## config.mk

```make
export PLATFORM = sky130hd
export DESIGN_NAME = compc_feeder
export DESIGN_NICKNAME = d
export VERILOG_FILES = /design/src/rtl/cmp_pkg.sv /design/src/rtl/cmpf_timeout.sv /design/src/rtl/compc_feeder.sv
export SDC_FILE = /design/constraint.sdc
export NUM_CORES = 1
export LEC_CHECK = 0
export BUFFER_PORTS_ARGS = -buffer_cell sky130_fd_sc_hd__buf_2
export CAP_MARGIN = 10
export CORE_MARGIN = 1.5
export CORE_UTILIZATION = 54
export CTS_BUF_LIST = sky130_fd_sc_hd__clkbuf_8
export CTS_CLUSTER_SIZE = 10
export DETAILED_ROUTE_END_ITERATION = 12
export PLACE_DENSITY = 0.85
export SKIP_CTS_REPAIR_TIMING = 1
export SLEW_MARGIN = 30
export SYNTH_ARGS = -nofsm -noshare
export SYNTH_HDL_FRONTEND = slang
export SYNTH_SLANG_ARGS = --single-unit
```

## constraint.sdc

```tcl
create_clock -name clk -period 2.9 [get_ports clk]
set_clock_uncertainty 0.05 [all_clocks]
set_input_delay 0.29 -clock clk [delete_from_list [all_inputs] [get_ports clk]]
set_output_delay 0.29 -clock clk [all_outputs]
set_load 0.02 [all_outputs]
```

## src/rtl/cmp_pkg.sv

```systemverilog
// Shared types and defaults for the comparator feeder (compc_feeder) and its
// timeout counter.
package cmp_pkg;

   typedef enum logic [2:0] {
      LOAD_A    = 3'd0,
      LOAD_B    = 3'd1,
      SETUP     = 3'd2,
      WAIT_DONE = 3'd3,
      WAIT_CLR  = 3'd4
   } cmp_state_e;

   localparam int CMP_RESULT_W      = 4;
   localparam int CMP_INPUTSIZE_DEF = 4;
   localparam int CMP_TIMEOUT_DEF   = 15;

endpackage

```

## src/rtl/cmpf_timeout.sv

```systemverilog
// Clearable up-counter for the feeder's wait states; term flags the last
// permitted cycle so the caller can abort on the following edge.
module cmpf_timeout #(
   parameter int TIMEOUT_CYCLES = 15
) (
   input  logic clk,
   input  logic rst,
   input  logic clr,
   input  logic inc,
   output logic term
);

   localparam int W = $clog2(TIMEOUT_CYCLES + 1);

   logic [W-1:0] cnt;

   always_ff @(posedge clk) begin
      if (rst || clr) begin
         cnt <= '0;
      end else if (inc && (cnt != W'(TIMEOUT_CYCLES))) begin
         cnt <= cnt + 1'b1;
      end
   end

   // Count 0 is the first cycle in the wait state, so TIMEOUT_CYCLES-1 is the last one.
   assign term = (cnt == W'(TIMEOUT_CYCLES - 1));

endmodule

```

## src/rtl/compc_feeder.sv

```systemverilog
// Operand feeder for the comparator: collects A then B, runs the enable/done
// handshake and returns the captured result. Optional abort: CMPF_TIMEOUT_EN.
module compc_feeder
   import cmp_pkg::*;
#(
   parameter int INPUTSIZE      = CMP_INPUTSIZE_DEF,
   parameter int TIMEOUT_CYCLES = CMP_TIMEOUT_DEF
) (
   input  logic                      clk,
   input  logic                      rst,
   input  logic                      in_valid,
   input  logic [INPUTSIZE-1:0]      in_data,
   output logic                      in_ready,
   output logic [2*INPUTSIZE-1:0]    data_out,
   output logic                      enable_out,
   input  logic                      done_in,
   input  logic [CMP_RESULT_W-1:0]   result_in,
   output logic [CMP_RESULT_W-1:0]   result_out,
   output logic                      result_valid,
   output logic                      busy,
   output logic                      timeout_err
);

   localparam logic [2:0] ST_LOAD_A    = LOAD_A;
   localparam logic [2:0] ST_LOAD_B    = LOAD_B;
   localparam logic [2:0] ST_SETUP     = SETUP;
   localparam logic [2:0] ST_WAIT_DONE = WAIT_DONE;
   localparam logic [2:0] ST_WAIT_CLR  = WAIT_CLR;

   if (TIMEOUT_CYCLES < 1) begin : g_bad_timeout
      $error("compc_feeder: TIMEOUT_CYCLES must be at least 1");
   end

   logic [2:0]           state;
   logic [INPUTSIZE-1:0] a_q;

   assign in_ready = (state == ST_LOAD_A) || (state == ST_LOAD_B);
   assign busy     = (state != ST_LOAD_A);

`ifdef CMPF_TIMEOUT_EN
   logic tmo_inc;
   logic tmo_term;
   logic tmo_err_q;

   // Counting only while staying put means every entry into a wait state restarts at 0.
   assign tmo_inc = ((state == ST_WAIT_DONE) && !done_in) || (state == ST_WAIT_CLR);

   cmpf_timeout #(
      .TIMEOUT_CYCLES(TIMEOUT_CYCLES)
   ) u_timeout (
      .clk  (clk),
      .rst  (rst),
      .clr  (!tmo_inc),
      .inc  (tmo_inc),
      .term (tmo_term)
   );

   assign timeout_err = tmo_err_q;
`else
   assign timeout_err = 1'b0;
`endif

   always_ff @(posedge clk) begin
      if (rst) begin
         state        <= ST_LOAD_A;
         a_q          <= '0;
         data_out     <= '0;
         enable_out   <= 1'b0;
         result_out   <= '0;
         result_valid <= 1'b0;
`ifdef CMPF_TIMEOUT_EN
         tmo_err_q    <= 1'b0;
`endif
      end else begin
         result_valid <= 1'b0;
         case (state)
            ST_LOAD_A: begin
               if (in_valid) begin
                  a_q   <= in_data;
                  state <= ST_LOAD_B;
`ifdef CMPF_TIMEOUT_EN
                  tmo_err_q <= 1'b0;
`endif
               end
            end
            ST_LOAD_B: begin
               if (in_valid) begin
                  data_out <= {a_q, in_data};
                  state    <= ST_SETUP;
               end
            end
            ST_SETUP: begin
               enable_out <= 1'b1;
               state      <= ST_WAIT_DONE;
            end
            ST_WAIT_DONE: begin
               if (done_in) begin
                  result_out <= result_in;
                  enable_out <= 1'b0;
                  state      <= ST_WAIT_CLR;
               end
`ifdef CMPF_TIMEOUT_EN
               else if (tmo_term) begin
                  enable_out <= 1'b0;
                  tmo_err_q  <= 1'b1;
                  state      <= ST_LOAD_A;
               end
`endif
            end
            ST_WAIT_CLR: begin
               if (!done_in) begin
                  result_valid <= 1'b1;
                  state        <= ST_LOAD_A;
               end
`ifdef CMPF_TIMEOUT_EN
               else if (tmo_term) begin
                  tmo_err_q <= 1'b1;
                  state     <= ST_LOAD_A;
               end
`endif
            end
            default: begin
               enable_out <= 1'b0;
               state      <= ST_LOAD_A;
            end
         endcase
      end
   end

endmodule

```

==> results_dict.tcl <==
set metrics [dict create \
    pre_cts_ws_ns 1.45 \
    cts-root-buf "clkbuf_8" \
    seq_power_share 0.545 \
    numCtsBuffers 3 \
    ir_drop_v 0.000514 \
    rows 14 \
    clkSlewWorstSetupHoldPaths_ns 0.07 \
    p_sw_frac 0.254 \
    cp_max_fo 12 \
    power.share.clock 0.317 \
    gr-total-overflow 0 \
    finalCritPeriodShare 0.548 \
    wl_um 1450 \
    netSwitchingPower_mw 0.147 \
    layout_setup_ws_ns 1.31 \
    grt_pass1_vias 566 \
    area_delta_synth_final_pct 18.3 \
    wl_per_cell_um 11.6 \
    worstSetupEndpointType "output pin" \
    netlist_area_um2 856 \
    met2_usage 0.282 \
    first_pass_iters 4 \
    synthesis.nets 97 \
    met3_usage 0.0851 \
    start_kind "flop" \
    ios 29 \
    whs_path_depth 3 \
    slew_violations 0 \
    synth_cell_type_count 23 \
    drtIter0Drc 18 \
    mostFrequentLayoutCells "27 x buf_2, 21 x dfxtp_1, 18 x nor2_1" \
    antenna_found_initial 0 \
    maxCapViolCount 0 \
    yosysSeqAreaShare 0.491 \
    nets 122 \
    finalSetupViolations 0 \
    die_height_um 42.8 \
    p_per_area_mw_per_mm2 573 \
    worst_ep_arrival_time_ns 1.25 \
    die_w_um 42.8 \
    drtAntennaViolNets 0 \
    routabilityCongestion 0.726 \
    clockBufferDepth 2 \
    initial_core_util 0.575 \
    drc_errors 0 \
    tritoncts "done" \
    internal_power_mw 0.433 \
    cp.required_ns 2.56 \
    dpl.hpwl_um 1040 \
    power.share.combinational 0.138 \
    syn_inst 85 \
    synth_warnings 0 \
    numPlacedInstances 121 \
    synth_area_per_cell_um2 10.1 \
    globalRouteMet1Util 0.223 \
    outcome "finished, final reports clean" \
    rsz0062_at_grt "no" \
    p_leak_nw 0.479 \
    final_cells 125 \
    grt_pass1_wl_um 2480 \
    hold_viol_final 0 \
    worstSetupPathType "reg2out" \
    track_usage 0.182 \
    finalPower_mw 0.580 \
    clock-sinks 21 \
    vias 668 \
    viasPerCell 5.34 \
    grt_max_degree 23 \
    max_freq_mhz 629 \
    synth-seq-cells 21 \
    fin_tns_setup_ns 0 \
    reg2regPathDepth 3 \
    period_needed_ns 1.59 \
    min_path_type "in2reg" \
    drive_above_1_share 0.294 \
    port_buffers 27 \
    htreeDepth 1 \
    insertion_delay_ns 0.26 \
    final_common_cell "buf_2" \
    n_antenna_cell 0 \
    coreArea_mm2 0.00149 \
    busiest_layer "met2" \
    dieArea_mm2 0.00183 \
]
area by class of cell:
class	count	area (um^2)
clock buffers	3	41.3
clock inverters	1	3.75
fillers	124	477
inverters	2	7.51
multi-input cells	55	384
flip-flops and latches	21	420
well taps	16	20.0
repair buffers	27	135
registers in the layout, indices dropped and copies added (netlist names):
register,count
result_out,4
data_out,8
a_q,4
state,3
result_valid,1
enable_out,1
routing by layer:
metal | wire length (um) | vias to the layer above
li1 | - | 335
met1 | 686 | 311
met2 | 664 | 19
met3 | 90 | 3
met4 | 11 | 0
met5 | 0 | -
Yosys cell counts:
cell type	number	area [um^2]
nor4b_4	1	23.8
a21oi_1	2	10.0
or4_1	1	7.51
o31ai_1	1	7.51
nand4b_1	2	17.5
nand2b_1	1	6.26
buf_6	1	11.3
a2111oi_0	1	8.76
a22oi_1	1	7.51
buf_4	2	15.0
nor2b_1	2	12.5
nor3_1	2	10.0
conb_1	1	3.75
nor3b_1	2	15.0
nor2_1	18	67.6
and4bb_2	1	12.5
clkbuf_1	2	7.51
dfxtp_1	21	420
nand2_1	2	7.51
buf_2	2	10.0
inv_1	2	7.51
mux2i_1	16	160
or3_1	1	6.26
path summary, 6_finish.rpt:
path,from,endpoint,slack (ns)
setup / recovery,state[0]$_SDFFE_PP0P_,busy,1.31
hold / removal,result_in[2],result_out[2]$_SDFFE_PP0P_,0.22
setup reg to reg,state[0]$_SDFFE_PP0P_,data_out[4]$_SDFFE_PP0P_,1.43
hold reg to reg,a_q[2]$_SDFFE_PP0P_,data_out[6]$_SDFFE_PP0P_,0.45
power groups by stage:
stage	sequential, mW	combinational (mW)	clock (mW)
3_3_place_gp	0.322	0.0792	0
5_1_grt	0.319	0.0877	0.200
4_1_cts	0.316	0.0809	0.188
2_1_floorplan	0.325	0.0585	0
6_report	0.316	0.0801	0.184
3_5_place_dp	0.323	0.0806	0
worst max-delay path, cell delays in order (launching register included):
cell and delay [ns]:
dfxtp_1 0.43, or3_1 0.40, buf_2 0.16
stage by stage:
step / hold slack (ns) / utilization / cell area [um^2]
2_1_floorplan: 0.323 / - / 856
3_3_place_gp: 0.420 / 0.650 / 967
3_5_place_dp: 0.432 / 0.650 / 967
4_1_cts: 0.217 / 0.680 / 1010
5_1_grt: 0.230 / 0.680 / 1010
6_report: 0.221 / 0.680 / 1010
logic make-up after synthesis:
kind of cell | count (synthesis) | synth area share
and+or+nand+nor | 33 | 0.218
muxes | 16 | 0.187
buffers and inverters | 9 | 0.0599
AOI/OAI and AO/OA | 5 | 0.0395
other | 1 | 0.00438
DFF | 21 | 0.491
(Power assumes the default switching activity.)
